==> config.mk <==
export PLATFORM = sky130hd
export DESIGN_NAME = rename_dispatch
export DESIGN_NICKNAME = d
export VERILOG_FILES = /design/src/rtl/rename_dispatch_pkg.sv /design/src/rtl/rename_dispatch_free_list.sv /design/src/rtl/rename_dispatch.sv
export SDC_FILE = /design/constraint.sdc
export NUM_CORES = 1
export LEC_CHECK = 0
export CAP_MARGIN = 20
export CORE_UTILIZATION = 67
export DETAILED_ROUTE_END_ITERATION = 8
export PLACE_DENSITY = 0.85
export SYNTH_ARGS = -nofsm -noshare
export SYNTH_HDL_FRONTEND = slang
export SYNTH_SLANG_ARGS = --single-unit
==> constraint.sdc <==
create_clock -name CLK -period 6.2 [get_ports CLK]
set_input_delay 1.24 -clock CLK [delete_from_list [all_inputs] [get_ports CLK]]
set_output_delay 1.24 -clock CLK [all_outputs]
set_load 0.1 [all_outputs]
==> src/rtl/rename_dispatch_pkg.sv <==
// -----------------------------------------------------------------------------
// rename_dispatch_pkg
// Shared configuration for the rename stage and the ROB that consumes its
// entries: register-file sizes, derived widths, ROB entry layout and the
// free-list pointer wrap helper.
//
// ROB entry layout (MSB..LSB): {dst_valid, arch_dst, new_phys, old_phys}
// The ROB decodes entries with the *_LSB / DST_VALID_BIT offsets below.
// -----------------------------------------------------------------------------
package rename_dispatch_pkg;

   localparam int NUM_ARCH_REGS  = 32;
   localparam int NUM_PHYS_REGS  = 64;
   localparam int LOG_ARCH       = $clog2(NUM_ARCH_REGS);
   localparam int LOG_PHYS       = $clog2(NUM_PHYS_REGS);
   localparam int FREE_DEPTH     = NUM_PHYS_REGS - NUM_ARCH_REGS;
   localparam int LOG_FREE       = (FREE_DEPTH > 1) ? $clog2(FREE_DEPTH) : 1;
   localparam int CNT_BITS       = $clog2(FREE_DEPTH + 1);
   localparam int ROB_ENTRY_BITS = 1 + LOG_ARCH + 2 * LOG_PHYS;

   localparam int OLD_PHYS_LSB   = 0;
   localparam int NEW_PHYS_LSB   = LOG_PHYS;
   localparam int ARCH_DST_LSB   = 2 * LOG_PHYS;
   localparam int DST_VALID_BIT  = 2 * LOG_PHYS + LOG_ARCH;

   typedef struct packed {
      logic                dst_valid;
      logic [LOG_ARCH-1:0] arch_dst;
      logic [LOG_PHYS-1:0] new_phys;
      logic [LOG_PHYS-1:0] old_phys;
   } rob_entry_t;

   // Wrap by explicit compare so FREE_DEPTH need not be a power of two.
   function automatic logic [LOG_FREE-1:0] free_ptr_inc(input logic [LOG_FREE-1:0] p);
      if (p == LOG_FREE'(FREE_DEPTH - 1))
         return '0;
      else
         return p + LOG_FREE'(1);
   endfunction

endpackage

==> src/rtl/rename_dispatch_free_list.sv <==
// -----------------------------------------------------------------------------
// free_list_fifo
// Circular FIFO of free physical register numbers. Reset preloads it with
// NUM_ARCH_REGS..NUM_PHYS_REGS-1 in ascending order (full).
//
// Ports:
//   CLK, RESET        clock / async active-low reset
//   push, push_phys   return a register released at retire
//   pop               consume the head entry (caller guarantees count>0)
//   pop_phys          current head entry (combinational read)
//   count             number of free registers held
// A push while full is dropped and reported in simulation.
// -----------------------------------------------------------------------------
module free_list_fifo
   import rename_dispatch_pkg::*;
(
   input  logic                CLK,
   input  logic                RESET,
   input  logic                push,
   input  logic [LOG_PHYS-1:0] push_phys,
   input  logic                pop,
   output logic [LOG_PHYS-1:0] pop_phys,
   output logic [CNT_BITS-1:0] count
);

   logic [LOG_PHYS-1:0] mem [FREE_DEPTH];
   logic [LOG_FREE-1:0] head;
   logic [LOG_FREE-1:0] tail;
   logic                push_ok;
   logic                pop_ok;

   assign push_ok  = push && (count != CNT_BITS'(FREE_DEPTH));
   assign pop_ok   = pop && (count != '0);
   assign pop_phys = mem[head];

   always_ff @(posedge CLK or negedge RESET) begin
      if (!RESET) begin
         for (int i = 0; i < FREE_DEPTH; i++)
            mem[i] <= LOG_PHYS'(NUM_ARCH_REGS + i);
         head  <= '0;
         tail  <= '0;
         count <= CNT_BITS'(FREE_DEPTH);
      end else begin
         if (push_ok) begin
            mem[tail] <= push_phys;
            tail      <= free_ptr_inc(tail);
         end
         if (pop_ok)
            head <= free_ptr_inc(head);
         case ({push_ok, pop_ok})
            2'b10:   count <= count + CNT_BITS'(1);
            2'b01:   count <= count - CNT_BITS'(1);
            default: count <= count;
         endcase
      end
   end

`ifndef SYNTHESIS
   always @(posedge CLK) begin
      if (RESET && push && (count == CNT_BITS'(FREE_DEPTH)))
         $display("free_list_fifo: error: push of p%0d while full ignored", push_phys);
   end
`endif

endmodule

==> src/rtl/rename_dispatch.sv <==
// -----------------------------------------------------------------------------
// rename_dispatch
// Front-end rename stage. Maps architectural sources/destination through a
// speculative RAT, allocates new destinations from the free list and pushes
// one ROB entry per accepted instruction (1-cycle latency).
//
// Ports:
//   CLK, RESET                       clock / async active-low reset
//   Inst_valid_IN, Dst_valid_IN      decoded instruction / writes a register
//   Arch_src1_IN, Arch_src2_IN       architectural sources
//   Arch_dst_IN                      architectural destination
//   Stall_OUT                        combinational: instruction not accepted
//   Rob_full_IN                      ROB back-pressure
//   Rob_valid_OUT, Rob_entry_OUT     registered ROB entry push
//   Phys_src1_OUT, Phys_src2_OUT     registered renamed sources
//   Free_valid_IN, Free_phys_IN      register released at retire
//   Stall_cnt_OUT                    saturating stall-cycle count (RENAME_STATS_EN)
//
// Build option: RENAME_STATS_EN adds Stall_cnt_OUT and a per-accept trace.
// -----------------------------------------------------------------------------
module rename_dispatch
   import rename_dispatch_pkg::*;
(
   input  logic                      CLK,
   input  logic                      RESET,
   input  logic                      Inst_valid_IN,
   input  logic                      Dst_valid_IN,
   input  logic [LOG_ARCH-1:0]       Arch_src1_IN,
   input  logic [LOG_ARCH-1:0]       Arch_src2_IN,
   input  logic [LOG_ARCH-1:0]       Arch_dst_IN,
   output logic                      Stall_OUT,
   input  logic                      Rob_full_IN,
   output logic                      Rob_valid_OUT,
   output logic [ROB_ENTRY_BITS-1:0] Rob_entry_OUT,
   output logic [LOG_PHYS-1:0]       Phys_src1_OUT,
   output logic [LOG_PHYS-1:0]       Phys_src2_OUT,
`ifdef RENAME_STATS_EN
   output logic [31:0]               Stall_cnt_OUT,
`endif
   input  logic                      Free_valid_IN,
   input  logic [LOG_PHYS-1:0]       Free_phys_IN
);

   logic [LOG_PHYS-1:0] rat [NUM_ARCH_REGS];
   logic                dst_eff;
   logic                accept;
   logic                alloc;
   logic [CNT_BITS-1:0] free_count;
   logic [LOG_PHYS-1:0] free_head;
   rob_entry_t          entry_d;

   // r0 is hardwired and never gets a new mapping.
   assign dst_eff   = Dst_valid_IN && (Arch_dst_IN != '0);
   // A register freed this cycle only lands in count next cycle, so an
   // empty list stalls even with a concurrent free.
   assign accept    = Inst_valid_IN && !Rob_full_IN && (!dst_eff || (free_count != '0));
   assign Stall_OUT = Inst_valid_IN && !accept;
   assign alloc     = accept && dst_eff;

   free_list_fifo u_free (
      .CLK       (CLK),
      .RESET     (RESET),
      .push      (Free_valid_IN),
      .push_phys (Free_phys_IN),
      .pop       (alloc),
      .pop_phys  (free_head),
      .count     (free_count)
   );

   always_comb begin
      entry_d = '0;
      if (dst_eff) begin
         entry_d.dst_valid = 1'b1;
         entry_d.arch_dst  = Arch_dst_IN;
         entry_d.new_phys  = free_head;
         entry_d.old_phys  = rat[Arch_dst_IN];
      end
   end

   always_ff @(posedge CLK or negedge RESET) begin
      if (!RESET) begin
         for (int i = 0; i < NUM_ARCH_REGS; i++)
            rat[i] <= LOG_PHYS'(i);
      end else if (alloc) begin
         rat[Arch_dst_IN] <= free_head;
      end
   end

   // Sources read the RAT as it was before this instruction's own update.
   always_ff @(posedge CLK or negedge RESET) begin
      if (!RESET) begin
         Rob_valid_OUT <= 1'b0;
         Rob_entry_OUT <= '0;
         Phys_src1_OUT <= '0;
         Phys_src2_OUT <= '0;
      end else begin
         Rob_valid_OUT <= accept;
         if (accept) begin
            Rob_entry_OUT <= entry_d;
            Phys_src1_OUT <= rat[Arch_src1_IN];
            Phys_src2_OUT <= rat[Arch_src2_IN];
         end
      end
   end

`ifdef RENAME_STATS_EN
   always_ff @(posedge CLK or negedge RESET) begin
      if (!RESET)
         Stall_cnt_OUT <= '0;
      else if (Stall_OUT && (Stall_cnt_OUT != '1))
         Stall_cnt_OUT <= Stall_cnt_OUT + 32'd1;
   end

`ifndef SYNTHESIS
   always @(posedge CLK) begin
      if (RESET && accept)
         $display("rename: r%0d->p%0d r%0d->p%0d dst %0d r%0d->p%0d (old p%0d)",
                  Arch_src1_IN, rat[Arch_src1_IN], Arch_src2_IN, rat[Arch_src2_IN],
                  entry_d.dst_valid, Arch_dst_IN, entry_d.new_phys, entry_d.old_phys);
   end
`endif
`endif

endmodule

==> impl_metrics.toml <==
[placed_design]
portBuffers = 58
hpwl_um = 39050
dp_slack_ns = 1.259
dpl_cell_area_um2 = 23840
gp_congestion = 0.9840
dp_cells = 1984

[worst_setup_path]
slowest_stage = "clkdlybuf4s50_1"
worstPathMaxFanout = 17
worstPathCellList = "clkdlybuf4s50_1 -> nor3_2 -> nand2_1 -> a31o_2 -> and2_1 -> buf_4"
critical_path_arrival_ns = 3.42
cp-start-kind = "input pin"
rr_startpoint = "u_free.count[0]"
cp-end-kind = "output port"
crit_required_ns = 4.96
reg2reg_to = "u_free.count[4]"
crit_type = "input pin to output port"
ff2ff_setup_slack_ns = 2.53
critPathMaxStageDelay_ns = 0.68
r2r_cells = 12

[yosys]
synth_top_cell_area_share = 0.2583
ys_types = 60
syn_area_um2 = 23060
ys.flop_type = "dfrtp_1"
yosysSeqAreaShare = 0.4783
synth_seq_cells = 431
synth_nets = 1621
yosys_warnings = 0
synthTopCellsByArea = "dfrtp_1 (26%), dfstp_2 (22%), mux2_2 (18%)"
synth_edf_count = 0
synth_cells = 1584
avgSynthCellArea_um2 = 14.56
yosys.area.top_type = "dfrtp_1"
async_flop_share = 1.000

[finish]
final_cell_count_no_fill = 2071
layout.nets = 1625
nFillCells = 2033
finish.utilization = 0.7524
design_area_um2 = 25360
drive_above_1_share = 0.5410
antenna_cells = 0
area_delta_synth_final_pct = 9.980

[pwr]
max-vdd-ir-drop_mv = 0.4191
cellLeakagePower_nw = 10.66
power_mw = 10.91
powerDensity_nw_per_um2 = 430.4

[route]
firstDrtPassIters = 5
num_vias = 14890
drc = 0
drt_iter0_drc = 1438
wl_per_cell_um = 28.93
vias_per_cell = 7.189
wl_um = 59920
ant_nets = 0

[clock_tree]
clock-root-buffer = "clkbuf_16"
postCtsSetupBuffers = 0
clk_pin_slew_ns = 0.06
cts_buffer_depth = 3
cts_resized = 0
cts_hold_buf = 0
cts.sink_count = 431
htreeDepth = 2
numCtsBuffers = 44
tritoncts = "built"
clock_latency_ns = 0.56

[timing]
hold_viol = 0
finalCritPeriodShare = 0.7515
slew_violations = 0
setup_viol = 0
timing.final.ws_setup_ns = 1.541
tightestPinTransition_ns = 1.041
fin_skew_ns = 0.01786
fmax_mhz = 214.6
relSlewSlack = 0.3029
period_needed_ns = 4.659
grt_setup_unrepaired = "false"
fin_tns_setup_ns = 0
hold_slack_ns = 0.4290

[global_route]
grt_overflow = 0
grt_max_degree = 130
antenna_found_initial = 1
grt_pass1_vias = 15350
track_usage = 0.3489
grt_pass1_wl_um = 92930

[run_status]
outcome = "finished, final reports clean"

[die]
ioPinCount = 59
coreArea_um2 = 33700
initial_utilization = 0.6842
die_h_um = 187.5
rows = 67
dieArea_um2 = 35160
die_x_um = 187.5

[worst_hold_path]
min_from = "rat[187]"
hold_path_class = "flip-flop to flip-flop"
holdPathStages = 0
worst_hold_path.endpoint = "rat[187]"

[run]
maxCapViolations = 0
## cells in the mapped netlist, types with 12 or more instances
cell type  count
mux2_2       369
dfstp_2      193
mux2_1        20
nand2_1       36
dfrtp_1      238
nor2_1        76
a22o_1        17
buf_2         27
o22ai_1       25
nand3_1       14
mux4_2       170
clkbuf_1      86
nand2_4       12
a21oi_1       16
a22oi_1       30
mux2i_1       50
## registers in the layout, summed over array words and instances, names as in the netlist
register       flops
rat              192
Rob_valid_OUT      1
u_free.tail        5
Phys_src2_OUT      6
u_free.count       6
Rob_entry_OUT     18
Phys_src1_OUT      6
u_free.mem       192
u_free.head        5
## worst max-delay path, delay by kind of cell
family                 cells  cell delay [ns]
buffers and inverters      2             0.91
and+or+nand+nor            3             0.97
AOI/OAI and AO/OA          1             0.29
## area by class of cell
type | instances | area, µm² | area share
Clock inverter | 11 | 96.34 | 0.003799
Clock buffer | 70 | 1330 | 0.05245
Tap cell | 448 | 560.5 | 0.02211
Multi-Input combinational cell | 1013 | 11460 | 0.4520
Inverter | 11 | 41.29 | 0.001628
Sequential cell | 431 | 11030 | 0.4351
Timing Repair Buffer | 87 | 835.8 | 0.03296
## worst max path at each step
stage / from / slack [ns] / to / depth (start not counted)
after detailed placement: Arch_dst_IN[2] / 1.26 / u_free.count[4] / 13
after global routing: Arch_dst_IN[3] / 1.42 / Stall_OUT / 6
after floorplan: Arch_dst_IN[0] / 2.03 / Stall_OUT / 7
final: Arch_dst_IN[3] / 1.54 / Stall_OUT / 6
after CTS: Arch_dst_IN[3] / 1.57 / Stall_OUT / 6
after global placement: Arch_dst_IN[2] / 1.44 / u_free.count[4] / 13
## metal layers
| metal | vias up | track usage | routed length (µm) |
|---|---|---|---|
| li1 | 6122 | - | - |
| met5 | - | 0 | 16 |
| met1 | 7844 | 0.4497 | 22150 |
| met4 | 2 | 0.1792 | 3541 |
| met3 | 209 | 0.05933 | 4330 |
| met2 | 711 | 0.5756 | 29890 |
## layout by cell type, fill, tap and decap left out, types with 12 or more instances in the layout
| cell | netlist | routed |
|---|---|---|
| mux2_2 | 369 | 369 |
| dfrtp_1 | 238 | 236 |
| dfstp_2 | 193 | 193 |
| mux4_2 | 170 | 170 |
| nor2_1 | 76 | 76 |
| mux2i_1 | 50 | 50 |
| clkdlybuf4s50_1 | 0 | 50 |
| clkbuf_16 | 0 | 45 |
| nand2_1 | 36 | 36 |
| a22oi_1 | 30 | 30 |
| buf_4 | 9 | 26 |
| o22ai_1 | 25 | 25 |
| mux2_1 | 20 | 20 |
| a22o_1 | 17 | 17 |
| a21oi_1 | 16 | 16 |
| nand3_1 | 14 | 14 |
| clkbuf_1 | 86 | 14 |
| nand2_4 | 12 | 12 |
## power by group
part | switching (mW) | leakage (nW) | internal, mW | total [mW]
Combinational | 1.98 | 4.79 | 1.65 | 3.63
Sequential | 0.705 | 5.16 | 3.94 | 4.65
Clock | 1.12 | 0.708 | 1.52 | 2.63
Total | 3.80 | 10.7 | 7.11 | 10.9
## logic make-up after synthesis
group,Yosys count,synth area share
mux,609,0.3778
simple gates,213,0.05183
fa+ha+maj,10,0.005427
compound gates,174,0.05671
flops,431,0.4783
xor+xnor,7,0.002659
buf+inv,140,0.02735
Power figures use the tool's default switching activity.
